**config.mk**
```make
export PLATFORM = sky130hd
export DESIGN_NAME = udp_sample_packetizer
export DESIGN_NICKNAME = d
export VERILOG_FILES = /design/src/rtl/udp_pkt_pkg.sv /design/src/rtl/udp_sample_packetizer.sv
export SDC_FILE = /design/constraint.sdc
export NUM_CORES = 1
export LEC_CHECK = 0
export BUFFER_PORTS_ARGS = -buffer_cell sky130_fd_sc_hd__buf_2
export CORE_MARGIN = 2
export CORE_UTILIZATION = 45
export CTS_CLUSTER_DIAMETER = 40
export DETAILED_ROUTE_END_ITERATION = 10
export GPL_TIMING_DRIVEN = 0
export HOLD_SLACK_MARGIN = 0.05
export MAX_ROUTING_LAYER = met4
export PLACE_DENSITY_LB_ADDON = 0.05
export SYNTH_ARGS = -nofsm -noshare
export SYNTH_HDL_FRONTEND = slang
export SYNTH_SLANG_ARGS = --single-unit
```
**constraint.sdc**
```tcl
create_clock -name logic_clk -period 6.1 [get_ports logic_clk]
set_clock_uncertainty 0.05 [all_clocks]
set_input_delay 0.305 -clock logic_clk [delete_from_list [all_inputs] [get_ports logic_clk]]
set_output_delay 0.305 -clock logic_clk [all_outputs]
set_load 0.005 [all_outputs]
```
**src/rtl/udp_pkt_pkg.sv**
```systemverilog
// udp_pkt_pkg
//   Shared definitions for the UDP sample packetizer:
//   - pkt_state_t : serializer state (IDLE, HDR, DATA)
//   - HDR_BYTES   : size of the big-endian sequence-number header
//   - payload_len : UDP payload size in bytes for a given frame geometry.
//                   The UDP length field is payload_len() + 8.
package udp_pkt_pkg;

    typedef enum logic [1:0] {
        IDLE = 2'd0,
        HDR  = 2'd1,
        DATA = 2'd2
    } pkt_state_t;

    localparam int unsigned HDR_BYTES = 4;

    function automatic int unsigned payload_len(input int unsigned samples,
                                                input int unsigned sample_bytes);
        return HDR_BYTES + samples * sample_bytes;
    endfunction

endpackage

```
**src/rtl/udp_sample_packetizer.sv**
```systemverilog
// udp_sample_packetizer
//   Packs ADC sample words into UDP payload frames on an 8-bit AXI-Stream.
//   Frame layout: 4-byte big-endian sequence number, then SAMPLES_PER_FRAME
//   samples, each sent MSB byte first. tlast marks the final payload byte.
//
// Ports:
//   logic_clk, logic_rst        clock, asynchronous active-high reset
//   enable                      permits new frames to start
//   s_sample_tdata/tvalid/tready  sample word input stream
//   m_axis_tdata/tvalid/tready/tlast/tuser  payload byte output stream
//   seq_num                     sequence number of the next frame to start
//   busy                        a frame is in progress
module udp_sample_packetizer
    import udp_pkt_pkg::*;
#(
    parameter int SAMPLE_WIDTH      = 16,
    parameter int SAMPLES_PER_FRAME = 10
) (
    input  logic                    logic_clk,
    input  logic                    logic_rst,
    input  logic                    enable,
    input  logic [SAMPLE_WIDTH-1:0] s_sample_tdata,
    input  logic                    s_sample_tvalid,
    output logic                    s_sample_tready,
    output logic [7:0]              m_axis_tdata,
    output logic                    m_axis_tvalid,
    input  logic                    m_axis_tready,
    output logic                    m_axis_tlast,
    output logic                    m_axis_tuser,
    output logic [31:0]             seq_num,
    output logic                    busy
);

    localparam int SAMPLE_BYTES = SAMPLE_WIDTH / 8;
    localparam int BYTE_IDX_W   = (SAMPLE_BYTES > 1) ? $clog2(SAMPLE_BYTES) : 1;
    localparam int SAMPLE_IDX_W = (SAMPLES_PER_FRAME > 1) ? $clog2(SAMPLES_PER_FRAME) : 1;

    // Samples per frame recovered from the payload length so the framing
    // and the advertised UDP length can never disagree.
    localparam int unsigned PAYLOAD_BYTES = payload_len(SAMPLES_PER_FRAME, SAMPLE_BYTES);
    localparam int unsigned FRAME_SAMPLES = (PAYLOAD_BYTES - HDR_BYTES) / SAMPLE_BYTES;

    localparam logic [BYTE_IDX_W-1:0]   LAST_BYTE   = BYTE_IDX_W'(SAMPLE_BYTES - 1);
    localparam logic [SAMPLE_IDX_W-1:0] LAST_SAMPLE = SAMPLE_IDX_W'(FRAME_SAMPLES - 1);

    pkt_state_t                state;
    logic [SAMPLE_WIDTH-1:0]   sample_data;
    logic                      sample_valid;
    logic [1:0]                hdr_idx;
    logic [BYTE_IDX_W-1:0]     byte_idx;
    logic [SAMPLE_IDX_W-1:0]   sample_idx;

    logic       out_hs;
    logic       last_byte;
    logic       last_sample;
    logic       drain;
    logic       accept;
    logic [7:0] hdr_byte;
    logic [7:0] data_byte;

    assign out_hs      = m_axis_tvalid && m_axis_tready;
    assign last_byte   = (byte_idx == LAST_BYTE);
    assign last_sample = (sample_idx == LAST_SAMPLE);

    // The held sample leaves the register when its final byte is taken.
    assign drain  = (state == DATA) && sample_valid && m_axis_tready && last_byte;

    // Refill in the same cycle as a drain keeps the byte stream bubble-free.
    // Outside a frame, enable gates whether a new sample may be captured.
    assign s_sample_tready = !logic_rst && ((state != IDLE) || enable) &&
                             (!sample_valid || drain);
    assign accept          = s_sample_tvalid && s_sample_tready;

    assign busy         = (state != IDLE);
    assign m_axis_tuser = 1'b0;

    always_comb begin
        hdr_byte = seq_num[7:0];
        case (hdr_idx)
            2'd0:    hdr_byte = seq_num[31:24];
            2'd1:    hdr_byte = seq_num[23:16];
            2'd2:    hdr_byte = seq_num[15:8];
            default: hdr_byte = seq_num[7:0];
        endcase
    end

    // byte_idx 0 selects the most significant byte of the held sample.
    always_comb begin
        data_byte = '0;
        for (int b = 0; b < SAMPLE_BYTES; b++) begin
            if (byte_idx == BYTE_IDX_W'(SAMPLE_BYTES - 1 - b)) begin
                data_byte = sample_data[8*b +: 8];
            end
        end
    end

    always_comb begin
        m_axis_tdata  = '0;
        m_axis_tvalid = 1'b0;
        m_axis_tlast  = 1'b0;
        case (state)
            HDR: begin
                m_axis_tvalid = 1'b1;
                m_axis_tdata  = hdr_byte;
            end
            DATA: begin
                m_axis_tvalid = sample_valid;
                m_axis_tdata  = data_byte;
                m_axis_tlast  = sample_valid && last_byte && last_sample;
            end
            default: ;
        endcase
    end

    // Sample word storage carries no reset; sample_valid qualifies it.
    always_ff @(posedge logic_clk) begin
        if (accept) begin
            sample_data <= s_sample_tdata;
        end
    end

    always_ff @(posedge logic_clk or posedge logic_rst) begin
        if (logic_rst) begin
            state        <= IDLE;
            sample_valid <= 1'b0;
            hdr_idx      <= '0;
            byte_idx     <= '0;
            sample_idx   <= '0;
            seq_num      <= '0;
        end else begin
            if (accept) begin
                sample_valid <= 1'b1;
            end else if (drain) begin
                sample_valid <= 1'b0;
            end

            case (state)
                IDLE: begin
                    if (sample_valid && enable) begin
                        state <= HDR;
                    end
                end
                HDR: begin
                    if (out_hs) begin
                        if (hdr_idx == 2'd3) begin
                            hdr_idx <= '0;
                            state   <= DATA;
                        end else begin
                            hdr_idx <= hdr_idx + 2'd1;
                        end
                    end
                end
                DATA: begin
                    if (out_hs) begin
                        if (last_byte) begin
                            byte_idx <= '0;
                            if (last_sample) begin
                                sample_idx <= '0;
                                seq_num    <= seq_num + 32'd1;
                                state      <= IDLE;
                            end else begin
                                sample_idx <= sample_idx + 1'b1;
                            end
                        end else begin
                            byte_idx <= byte_idx + 1'b1;
                        end
                    end
                end
                default: state <= IDLE;
            endcase
        end
    end

endmodule

```
==> results of run 1 <==
state kept, by name, indices dropped and copies added (netlist names):
signal and cells:
seq_num 32, sample_valid 1, byte_idx 1, sample_idx 4, hdr_idx 2, state 2
sample_data 16
worst min-delay path by stage:
stage                             from               to  slack [ns]
global route         s_sample_tdata[5]   sample_data[5]        0.07
CTS                  s_sample_tdata[5]   sample_data[5]        0.08
finish               s_sample_tdata[5]   sample_data[5]        0.09
global placement    s_sample_tdata[13]  sample_data[13]        0.43
floorplan            s_sample_tdata[0]   sample_data[0]        0.35
detailed placement           logic_rst       seq_num[6]        0.21
cell families (layout without fill, tap and decap cells):
logic type / Yosys count / in the layout
buffers and inverters: 21 / 103
AOI/OAI and AO/OA: 38 / 38
adders and majority gates: 8 / 8
DFF: 58 / 58
other: 1 / 1
muxes: 12 / 12
and+or+nand+nor: 93 / 93
xor gates and xnor gates: 34 / 34
through the flow:
| stage | util, % | hold slack (ns) | cell area [µm²] | total power, W |
|---|---|---|---|---|
| finish | 56.3 | 0.0854 | 3600 | 0.00106 |
| global route | 56.3 | 0.0689 | 3600 | 0.00112 |
| CTS | 56.3 | 0.0773 | 3600 | 0.00106 |
| detailed placement | 53.4 | 0.214 | 3410 | 0.000740 |
| global placement | 53.1 | 0.431 | 3390 | 0.000735 |
| floorplan | - | 0.354 | 2980 | 0.000663 |
synth_stat cells:
library cell | count | share of area [%]
sky130_fd_sc_hd__a22oi_1 | 8 | 2.0
sky130_fd_sc_hd__nor4_1 | 1 | 0.21
sky130_fd_sc_hd__o22a_1 | 1 | 0.29
sky130_fd_sc_hd__o31ai_1 | 1 | 0.25
sky130_fd_sc_hd__o21ai_0 | 10 | 1.7
sky130_fd_sc_hd__ha_1 | 8 | 3.4
sky130_fd_sc_hd__mux2_2 | 11 | 4.2
sky130_fd_sc_hd__nor2_1 | 8 | 1.0
sky130_fd_sc_hd__buf_4 | 1 | 0.25
sky130_fd_sc_hd__nor3b_2 | 1 | 0.42
sky130_fd_sc_hd__nor3_4 | 1 | 0.55
sky130_fd_sc_hd__nand2_1 | 25 | 3.2
sky130_fd_sc_hd__mux2i_1 | 1 | 0.34
sky130_fd_sc_hd__nand2b_1 | 2 | 0.42
sky130_fd_sc_hd__conb_1 | 1 | 0.13
sky130_fd_sc_hd__buf_2 | 2 | 0.34
sky130_fd_sc_hd__o211ai_1 | 2 | 0.50
sky130_fd_sc_hd__dfrtp_1 | 42 | 35
sky130_fd_sc_hd__nor4_4 | 2 | 1.4
sky130_fd_sc_hd__and3_1 | 4 | 0.84
sky130_fd_sc_hd__nand3_4 | 1 | 0.59
sky130_fd_sc_hd__a22o_1 | 1 | 0.29
sky130_fd_sc_hd__a21o_1 | 2 | 0.50
sky130_fd_sc_hd__nor3_1 | 4 | 0.67
sky130_fd_sc_hd__nand3_1 | 21 | 3.5
sky130_fd_sc_hd__buf_1 | 1 | 0.13
sky130_fd_sc_hd__edfxtp_1 | 16 | 16
sky130_fd_sc_hd__xnor2_1 | 25 | 7.4
sky130_fd_sc_hd__o211a_1 | 1 | 0.34
sky130_fd_sc_hd__nand4_1 | 9 | 1.9
sky130_fd_sc_hd__xor2_1 | 9 | 2.6
sky130_fd_sc_hd__nand4bb_4 | 1 | 0.92
sky130_fd_sc_hd__and4_1 | 1 | 0.29
sky130_fd_sc_hd__nor2b_1 | 9 | 1.9
sky130_fd_sc_hd__inv_1 | 9 | 1.1
sky130_fd_sc_hd__a222oi_1 | 8 | 2.7
sky130_fd_sc_hd__and2_1 | 3 | 0.63
sky130_fd_sc_hd__clkbuf_1 | 8 | 1.0
sky130_fd_sc_hd__a21oi_1 | 4 | 0.67
layout by cell type (no fill, tap or decap), types with 3 or more instances in the layout:
master and count:
sky130_fd_sc_hd__edfxtp_1 16, sky130_fd_sc_hd__and2_1 3, sky130_fd_sc_hd__dfrtp_1 42, sky130_fd_sc_hd__xor2_1 9, sky130_fd_sc_hd__clkinv_2 3, sky130_fd_sc_hd__a21oi_1 4, sky130_fd_sc_hd__nand2_1 25, sky130_fd_sc_hd__nor2b_1 9
sky130_fd_sc_hd__clkbuf_8 9, sky130_fd_sc_hd__nand4_1 9, sky130_fd_sc_hd__nor3_1 4, sky130_fd_sc_hd__a22oi_1 8, sky130_fd_sc_hd__and3_1 4, sky130_fd_sc_hd__inv_1 8, sky130_fd_sc_hd__ha_1 8, sky130_fd_sc_hd__o21ai_0 10
sky130_fd_sc_hd__a222oi_1 8, sky130_fd_sc_hd__clkbuf_1 11, sky130_fd_sc_hd__nor2_1 8, sky130_fd_sc_hd__buf_2 66, sky130_fd_sc_hd__mux2_2 11, sky130_fd_sc_hd__nand3_1 21, sky130_fd_sc_hd__xnor2_1 25
where the power goes:
part,internal (W),switching (W)
registers,0.000429,0.0000260
logic,0.000113,0.000165
clock network,0.000171,0.000154
total,0.000713,0.000345
layout make-up:
cell class	instances	area, µm²	share of cell area (%)
Multi-Input combinational cell	186	1360	37.8
Sequential cell	58	1530	42.6
Buffer	12	51.3	1.43
Inverter	9	33.8	0.939
Tap cell	77	96.3	2.68
Clock buffer	13	160	4.45
Timing Repair Buffer	66	350	9.74
Clock inverter	3	15.0	0.417
metal layers:
layer	track usage [%]	share of wire [%]
met1	26.3	47
met2	30.8	47
met3	4.09	4.6
met4	8.08	1.6
met5	-	0
==> run summary, run 1 <==
result of the run - finished clean
Adder-Cell Fraction of Synth Area - 3.36%
post-synthesis simple-gate area fraction - 18.5%
Detailed Route Iter0 Violations - 175
Worst Setup Slack, final - 3.52 ns
via count - 2281
R2R cell count - 4
starting density of the core - 46.6%
worst voltage drop across the vdd grid - 0.222 mV
part of the Yosys area used for sequential elements - 51.5%
Port Buf Inserts - 64
final global-route overflow total - 0
Rel. slew slack - 53.3%
Slew Viols, Final - 0
placeable core region - 6390 µm²
final routed DRC violation total - 0
post-layout minimum cycle time - 2.58 ns
cell at the slowest stage of the critical path - sky130_fd_sc_hd__a222oi_1
Ports - 66
static leakage - 1.67 nW
Max-Cap Viols - 0
number of buffers and inverters on the critical path - 3
combinational family with the most area after synthesis - simple AND/OR/NAND/NOR gates
final number of hold-violating endpoints - 0
synth warn - 0
share of the clock period used by the worst path - 42.2%
clock buffer depth - 2
fraction of final layout cells with drive strength greater than 1 - 28.5%
critical-path maximum fanout - 8
number of antenna repair diodes - 0
number of endpoints failing setup at the final stage - 0
combined area of all synthesized cells - 2980 µm²
slew at the pin closest to its max-slew limit - 0.701 ns
worst hold stages - 1
post-synthesis instance total - 265
multiplexer fraction of the synthesized cell area - 4.50%
xor and xnor area share after synthesis - 10.0%
Placer Congestion - 0.783
number of cells after detailed placement - 407
critical path capture point - m_axis_tdata[2]
vias in the first global route - 2208
TNS Setup - 0 ns
clock sink count - 58
distinct cell type count after synthesis - 39
critical path data required time - 5.74 ns
crit path launch - hdr_idx[0]
mean post-synth cell area - 11.2 µm²
routed wire length per instance - 15.6 µm
buffer type at the clock tree root - sky130_fd_sc_hd__clkbuf_8
nets@finish - 371
residual antenna-violating net count after detailed routing - 0
number of rows created at floorplan - 29
areal power density over the cells - 294 nW/µm²
clock tree from TritonCTS - yes
total nets after synthesis - 294
cell family with the largest share of critical-path delay - compound AO/OA/AOI/OAI gates
worst path arrival time - 2.22 ns
Reg2Reg Launch Point - byte_idx
die outline width - 85.3 µm
type of the worst setup path - reg2out
pin count of the biggest net entering global routing - 33
count of TritonRoute iterations in the first routing pass - 5
vertical extent of the die - 85.3 µm
largest stage delay on the critical path - 0.43 ns
flop-to-flop setup slack - 3.83 ns
routed vias/inst - 5.38
capture point of the worst reg-to-reg path - sample_data[11]
ordered list of cells on the worst path - inv_1 -> ha_1 -> clkbuf_1 -> a222oi_1 -> o21ai_0 -> a22oi_1 -> nor2b_1 -> buf_2
Area growth syn-to-layout - 20.9%
post-detailed-placement half-perimeter wirelength - 4840 µm
TritonCTS buffer count - 9
number of cells in the finished layout apart from fillers - 424
number of antenna violations at the first check in global routing - 0
hold crit path type - in2reg
insertion delay of the later-clocked pin in the worst-skew pair - 0.34 ns
Post-Route WL - 6630 µm
number of stages on the worst setup path - 8
post-CTS setup repair buffer count - 0
maximum achievable frequency - 0.388 GHz
count of H-tree levels built during CTS - 3
category of the worst setup path capture point - primary output
startpoint class of the critical path - flop
floorplan die area - 7280 µm²
cts-stage hold buffer count - 1
RSZ-0062 raised after global routing - no
flip-flop and latch count after synthesis - 58
filler cell count in the final layout - 577
global-route wire length before repair - 10900 µm
gr usage total - 20.1%
post-synthesis compound-gate area fraction - 9.25%
worst-case setup slack after placement - 3.82 ns
cells resized by post-CTS repair - 0
clock transition time at the flip-flop clock pins of the worst setup and hold paths - 0.07 ns
Power figures use the tool's default switching activity.
==> inputs of run 2 (changes only) <==
Settings changed: ABC_AREA from default to 1.
Clock period 6.1 ns to 2.17 ns, I/O delays scaled along.
==> run summary, run 2 <==
Detailed Route Iter0 Violations - 190
flip-flop count of the largest register, all copies and words added - 32
vias in the first global route - 3038
post-synthesis instance total - 441
Worst Setup Slack, final - 0.103 ns
count of H-tree levels built during CTS - 3
pin count of the biggest net entering global routing - 43
starting density of the core - 46.4%
vertical extent of the die - 90.5 µm
leading cell types by count after synthesis - 141 x sky130_fd_sc_hd__nand2_1, 52 x sky130_fd_sc_hd__nor2_1, 50 x sky130_fd_sc_hd__inv_1, 42 x sky130_fd_sc_hd__dfrtp_1, 27 x sky130_fd_sc_hd__nand3_1
floorplan die area - 8190 µm²
worst path arrival time - 2.25 ns
routed wire length per instance - 14.2 µm
number of buffers and inverters on the critical path - 4
placeable core region - 7250 µm²
fraction of final layout cells with drive strength greater than 1 - 21.4%
met3 GRT Util - 3.76%
critical-path maximum fanout - 10
Port Buf Inserts - 64
part of the Yosys area used for sequential elements - 45.5%
routed vias/inst - 4.95
flop-to-flop setup slack - 0.10 ns
area of all placed cells without fillers - 4350 µm²
number of rows created at floorplan - 31
residual antenna-violating net count after detailed routing - 0
clock tree from TritonCTS - yes
most repeated cell in the gate-level netlist after synthesis - sky130_fd_sc_hd__nand2_1
R2R cell count - 10
Post-Route WL - 9180 µm
insertion delay of the later-clocked pin in the worst-skew pair - 0.35 ns
nets@finish - 570
TNS Setup - 0 ns
GRT Max-Usage Layer - met2
hold crit path type - in2reg
clock transition time at the flip-flop clock pins of the worst setup and hold paths - 0.07 ns
Synth Flop Type - sky130_fd_sc_hd__dfrtp_1
result of the run - finished clean
post-detailed-placement half-perimeter wirelength - 6220 µm
largest stage delay on the critical path - 0.43 ns
type of the worst setup path - reg2reg
Ports - 66
mean post-synth cell area - 7.63 µm²
startpoint class of the critical path - flop
category of the worst setup path capture point - flop
count of TritonRoute iterations in the first routing pass - 4
most frequent standard cell in the layout excluding fill and tap cells - sky130_fd_sc_hd__nand2_1
GR Layer Usage met1 - 27.9%
global-route track usage on met2 - 39.6%
die outline width - 90.5 µm
worst-case setup slack after placement - -0.541 ns
via count - 3194
cell family with the largest share of critical-path delay - buffers and inverters
number of antenna repair diodes - 0
post-route worst hold slack - 0.129 ns
buffer type at the clock tree root - sky130_fd_sc_hd__clkbuf_8
number of antenna violations at the first check in global routing - 0
Placer Congestion - 0.872
Slew Viols, Final - 0
largest reg by FF count - seq_num
worst hold stages - 3
clock sink count - 58
Reg2Reg Launch Point - state[1]
global-route wire length before repair - 14600 µm
synth warn - 0
combined area of all synthesized cells - 3370 µm²
number of endpoints failing setup at the final stage - 0
capture point of the worst reg-to-reg path - seq_num[8]
final number of hold-violating endpoints - 0
distinct cell type count after synthesis - 28
top library cells by usage in the layout, fill and taps aside - 141 x sky130_fd_sc_hd__nand2_1, 66 x sky130_fd_sc_hd__buf_2, 52 x sky130_fd_sc_hd__nor2_1
final routed DRC violation total - 0
total nets after synthesis - 470
worst voltage drop across the vdd grid - 0.621 mV
area fraction of the dominant cell type after synthesis - 31.2%
cell at the slowest stage of the critical path - sky130_fd_sc_hd__dfrtp_1
Max-Cap Viols - 0
launch point of the worst hold path - m_axis_tready
final global-route overflow total - 0
largest area contributor in the netlist - sky130_fd_sc_hd__dfrtp_1
Area after DPL - 3820 µm²
ordered list of cells on the worst path - inv_1 -> ha_1 -> buf_6 -> inv_2 -> nand2_2 -> nand4_4 -> nor2_4 -> clkinvlp_4 -> o21ai_2 -> nand2_1
registers with the highest flip-flop counts - seq_num x32, sample_data x16, sample_idx x4
utilization after layout - 59.9%
clock buffer depth - 2
fraction of registers with async set or reset after synthesis - 72.4%
endpoint of the worst hold-timing path - hdr_idx[1]
share of the clock period used by the worst path - 95.3%
dominant cells by area after synthesis - sky130_fd_sc_hd__dfrtp_1 31%, sky130_fd_sc_hd__nand2_1 16%, sky130_fd_sc_hd__edfxtp_1 14%, sky130_fd_sc_hd__nor2_1 5.8%, sky130_fd_sc_hd__inv_1 5.6%
post-layout minimum cycle time - 2.07 ns
flip-flop and latch count after synthesis - 58
critical path data required time - 2.36 ns
static leakage - 2.02 nW
TritonCTS buffer count - 9
number of enable-type register cells in the synthesized netlist - 16
gr usage total - 23.4%
areal power density over the cells - 825 nW/µm²
maximum achievable frequency - 0.484 GHz
Area growth syn-to-layout - 29.1%
==> run 2: metal layers <==
layer,vias up,part of all wire (%)
met2,91,51
met3,8,4.9
met4,0,1.3
met5,-,0
li1,1611,-
met1,1484,43
==> run 2: cell type report <==
type | count | area (µm²)
Fill cell | 700 | 2910
Clock buffer | 9 | 124
Tap cell | 99 | 124
Buffer | 8 | 62.6
Timing Repair Buffer | 91 | 608
Clock inverter | 7 | 78.8
Multi-Input combinational cell | 322 | 1610
Sequential cell | 58 | 1530
Inverter | 51 | 206
==> run 2: worst max path at each step <==
stage | start | endpoint | slack [ns] | depth (start not counted)
6_report | state[1] | seq_num[8] | 0.10 | 10
5_1_grt | state[1] | seq_num[8] | -0.01 | 10
4_1_cts | hdr_idx[0] | m_axis_tdata[2] | 0.03 | 8
3_5_place_dp | logic_rst | sample_data[5] | -0.54 | 4
3_3_place_gp | logic_rst | sample_data[5] | -0.47 | 4
2_1_floorplan | logic_rst | sample_data[0] | 0.11 | 3
==> run 2: report_power, final <==
part / internal (W) / leakage, nW / switching (W)
Combinational: 0.000513 / 1.23 / 0.000752
Sequential: 0.00123 / 0.700 / 0.0000659
Clock: 0.000537 / 0.0921 / 0.000493
Total: 0.00228 / 2.02 / 0.00131
==> run 2: repair_timing <==
item,in CTS,in global routing
hold buffers,18,0
endpoints found under the hold margin,58,0
buffers inserted,0,9
pin swaps,0,4
endpoints found under the setup margin,18,27
resized for setup,1,13
==> run 2: cells by family after synthesis <==
kind of cell    share of synthesized area (%)
xor+xnor                                 4.68
other cells                             0.111
simple gates                             31.3
fa+ha+maj                                2.97
compound gates                           7.77
flops                                    45.5
buf+inv                                  7.66
==> run 2: per-stage QoR <==
step	power, W	instances
6_report	0.00359	645
5_1_grt	0.00383	645
4_1_cts	0.00341	637
3_5_place_dp	0.00235	604
3_3_place_gp	0.00233	604
2_1_floorplan	0.00203	441
==> run 2: worst reg2reg max path, delay by kind of cell, from the launching register on <==
family | cells | cell delay, ns
compound gates | 1 | 0.19
fa+ha+maj | 1 | 0.16
flops | 1 | 0.43
simple gates | 4 | 0.56
buf+inv | 4 | 0.58
==> inputs of run 3 (changes only) <==
Settings changed: ABC_AREA 1 to 0.
==> run summary, run 3 (synthesis gave the netlist of run 1 again) <==
via count - 2369
Detailed Route Iter0 Violations - 158
startpoint class of the critical path - flop
registers with the highest flip-flop counts - seq_num x32, sample_data x16, sample_idx x4
static leakage - 1.81 nW
Net Sw Frac - 30.8%
post-detailed-placement half-perimeter wirelength - 4700 µm
clock sink count - 58
residual antenna-violating net count after detailed routing - 0
flip-flop count of the largest register, all copies and words added - 32
TNS Setup - 0 ns
critical path data required time - 2.01 ns
final number of hold-violating endpoints - 0
top library cells by usage in the layout, fill and taps aside - 65 x sky130_fd_sc_hd__buf_2, 41 x sky130_fd_sc_hd__dfrtp_1, 25 x sky130_fd_sc_hd__xnor2_1
final routed DRC violation total - 0
number of antenna violations at the first check in global routing - 0
final global-route overflow total - 0
maximum achievable frequency - 0.469 GHz
global-route wire length before repair - 11200 µm
insertion delay of the later-clocked pin in the worst-skew pair - 0.34 ns
routed wire length per instance - 15.6 µm
category of the worst setup path capture point - primary output
highest metal layer used by the detailed router - met4
nets@finish - 390
clock buffer depth - 2
die outline width - 85.3 µm
Internal Power - 0.00229 W
length of routed wiring on met1 - 3230 µm
share of the clock period used by the worst path - 98.2%
fraction of final layout cells with drive strength greater than 1 - 32.8%
number of endpoints failing setup at the final stage - 0
clock transition time at the flip-flop clock pins of the worst setup and hold paths - 0.06 ns
pin count of the biggest net entering global routing - 43
fraction of power consumed by sequential logic - 39.1%
largest reg by FF count - seq_num
Slew Viols, Final - 0
number of rows created at floorplan - 29
worst path arrival time - 1.97 ns
clock tree from TritonCTS - yes
post-layout minimum cycle time - 2.13 ns
gr usage total - 20.5%
area of all placed cells without fillers - 3900 µm²
slew at the pin closest to its max-slew limit - 0.613 ns
areal power density over the cells - 848 nW/µm²
Area after DPL - 3400 µm²
type of the worst setup path - reg2out
post-route worst hold slack - 0.126 ns
routed vias/inst - 5.35
Rel. slew slack - 58.8%
most frequent standard cell in the layout excluding fill and tap cells - sky130_fd_sc_hd__buf_2
number of antenna repair diodes - 0
critical-path maximum fanout - 7
RSZ-0062 raised after global routing - yes
power spent charging and discharging nets - 0.00102 W
starting density of the core - 46.6%
placeable core region - 6390 µm²
hold crit path type - in2reg
vertical extent of the die - 85.3 µm
result of the run - finished clean
buffer type at the clock tree root - sky130_fd_sc_hd__clkbuf_8
worst voltage drop across the vdd grid - 0.810 mV
floorplan die area - 7280 µm²
Max-Cap Viols - 0
Area growth syn-to-layout - 31.1%
Port Buf Inserts - 64
PnR Total Power - 0.00331 W
proportion of power drawn by the clock network - 31.5%
logic gate share of total power - 29.5%
Ports - 66
count of TritonRoute iterations in the first routing pass - 5
count of H-tree levels built during CTS - 3
TritonCTS buffer count - 9
metal2 WL - 3310 µm
Post-Route WL - 6910 µm
vias in the first global route - 2287
Placer Congestion - 0.806
routed wl met3 - 271 µm
## run 3: cell types whose count changed in the layout (fill, tap and decap cells not counted), sizes merged, moves of 8 or more
| cell | before | now |
|---|---|---|
| inv | 48 | 8 |
| o21ai | 20 | 10 |
| a21oi | 19 | 4 |
| a222oi | 0 | 8 |
| nor2 | 57 | 8 |
| xnor2 | 10 | 25 |
| nor2b | 0 | 9 |
| a22oi | 0 | 8 |
| mux2 | 0 | 11 |
| clkbuf | 10 | 20 |
| nand2 | 142 | 25 |
## run 3: power groups by stage
stage / logic [W] / registers [W] / clock network [W]
detailed placement: 0.000779 / 0.00130 / 0
finish: 0.000976 / 0.00129 / 0.00104
CTS: 0.000846 / 0.00128 / 0.00106
global route: 0.00107 / 0.00130 / 0.00112
global placement: 0.000769 / 0.00130 / 0
floorplan: 0.000584 / 0.00128 / 0
## run 3: layout make-up
cell class	count	area, µm²
buffer	8	42.5
clock buffer	14	173
clock inverter	2	35.0
fill	543	2480
inverter	9	40.0
multi-input combinational	186	1410
sequential	58	1530
tap	77	96.3
timing repair buffer	89	571
## run 3: final timing paths
path / start / to / slack [ns] / depth (start not counted)
worst min register to register: seq_num[31] / seq_num[31] / 0.47 / 1
worst max-delay path: hdr_idx[1] / m_axis_tdata[1] / 0.04 / 7
worst min-delay path: m_axis_tready / sample_valid / 0.13 / 3
worst max register to register: state[1] / seq_num[14] / 0.14 / 9
min in group asynchronous: logic_rst / seq_num[22] / 0.39 / 4
max in group asynchronous: logic_rst / hdr_idx[0] / 1.46 / 4
## run 3: worst max-delay path: stages, from the launching register on
cell	delay, ns
sky130_fd_sc_hd__dfrtp_1	0.41
sky130_fd_sc_hd__buf_6	0.13
sky130_fd_sc_hd__ha_4	0.17
sky130_fd_sc_hd__a222oi_1	0.39
sky130_fd_sc_hd__o21ai_1	0.15
sky130_fd_sc_hd__a22oi_1	0.18
sky130_fd_sc_hd__nor2b_1	0.08
sky130_fd_sc_hd__buf_2	0.12
## run 3: through the flow
stage                     worst slack, ns  instances  util (%)
final                              0.0390        443      61.1
after global routing              -0.0999        443      61.1
after CTS                       -0.000470        441      59.9
after detailed placement           -0.152        406      53.2
after global placement             -0.130        406      53.2
after floorplan                     0.212        265         -
## run 3: what timing repair did
| item | 4_1_cts | 5_1_grt |
|---|---|---|
| endpoints found under the setup margin | 26 | 22 |
| pin swaps | 4 | 17 |
| resized for setup | 10 | 20 |
| hold endpoints to repair | 58 | 0 |
| setup buffers | 4 | 3 |
| hold buffers | 18 | 0 |
| cloned | 0 | 0 |
## run 3: metal layers
metal	global-route usage [%]	up-vias
li1	-	1154
met1	26.1	1135
met2	32.2	71
met3	4.28	9
met4	7.79	0
met5	-	-
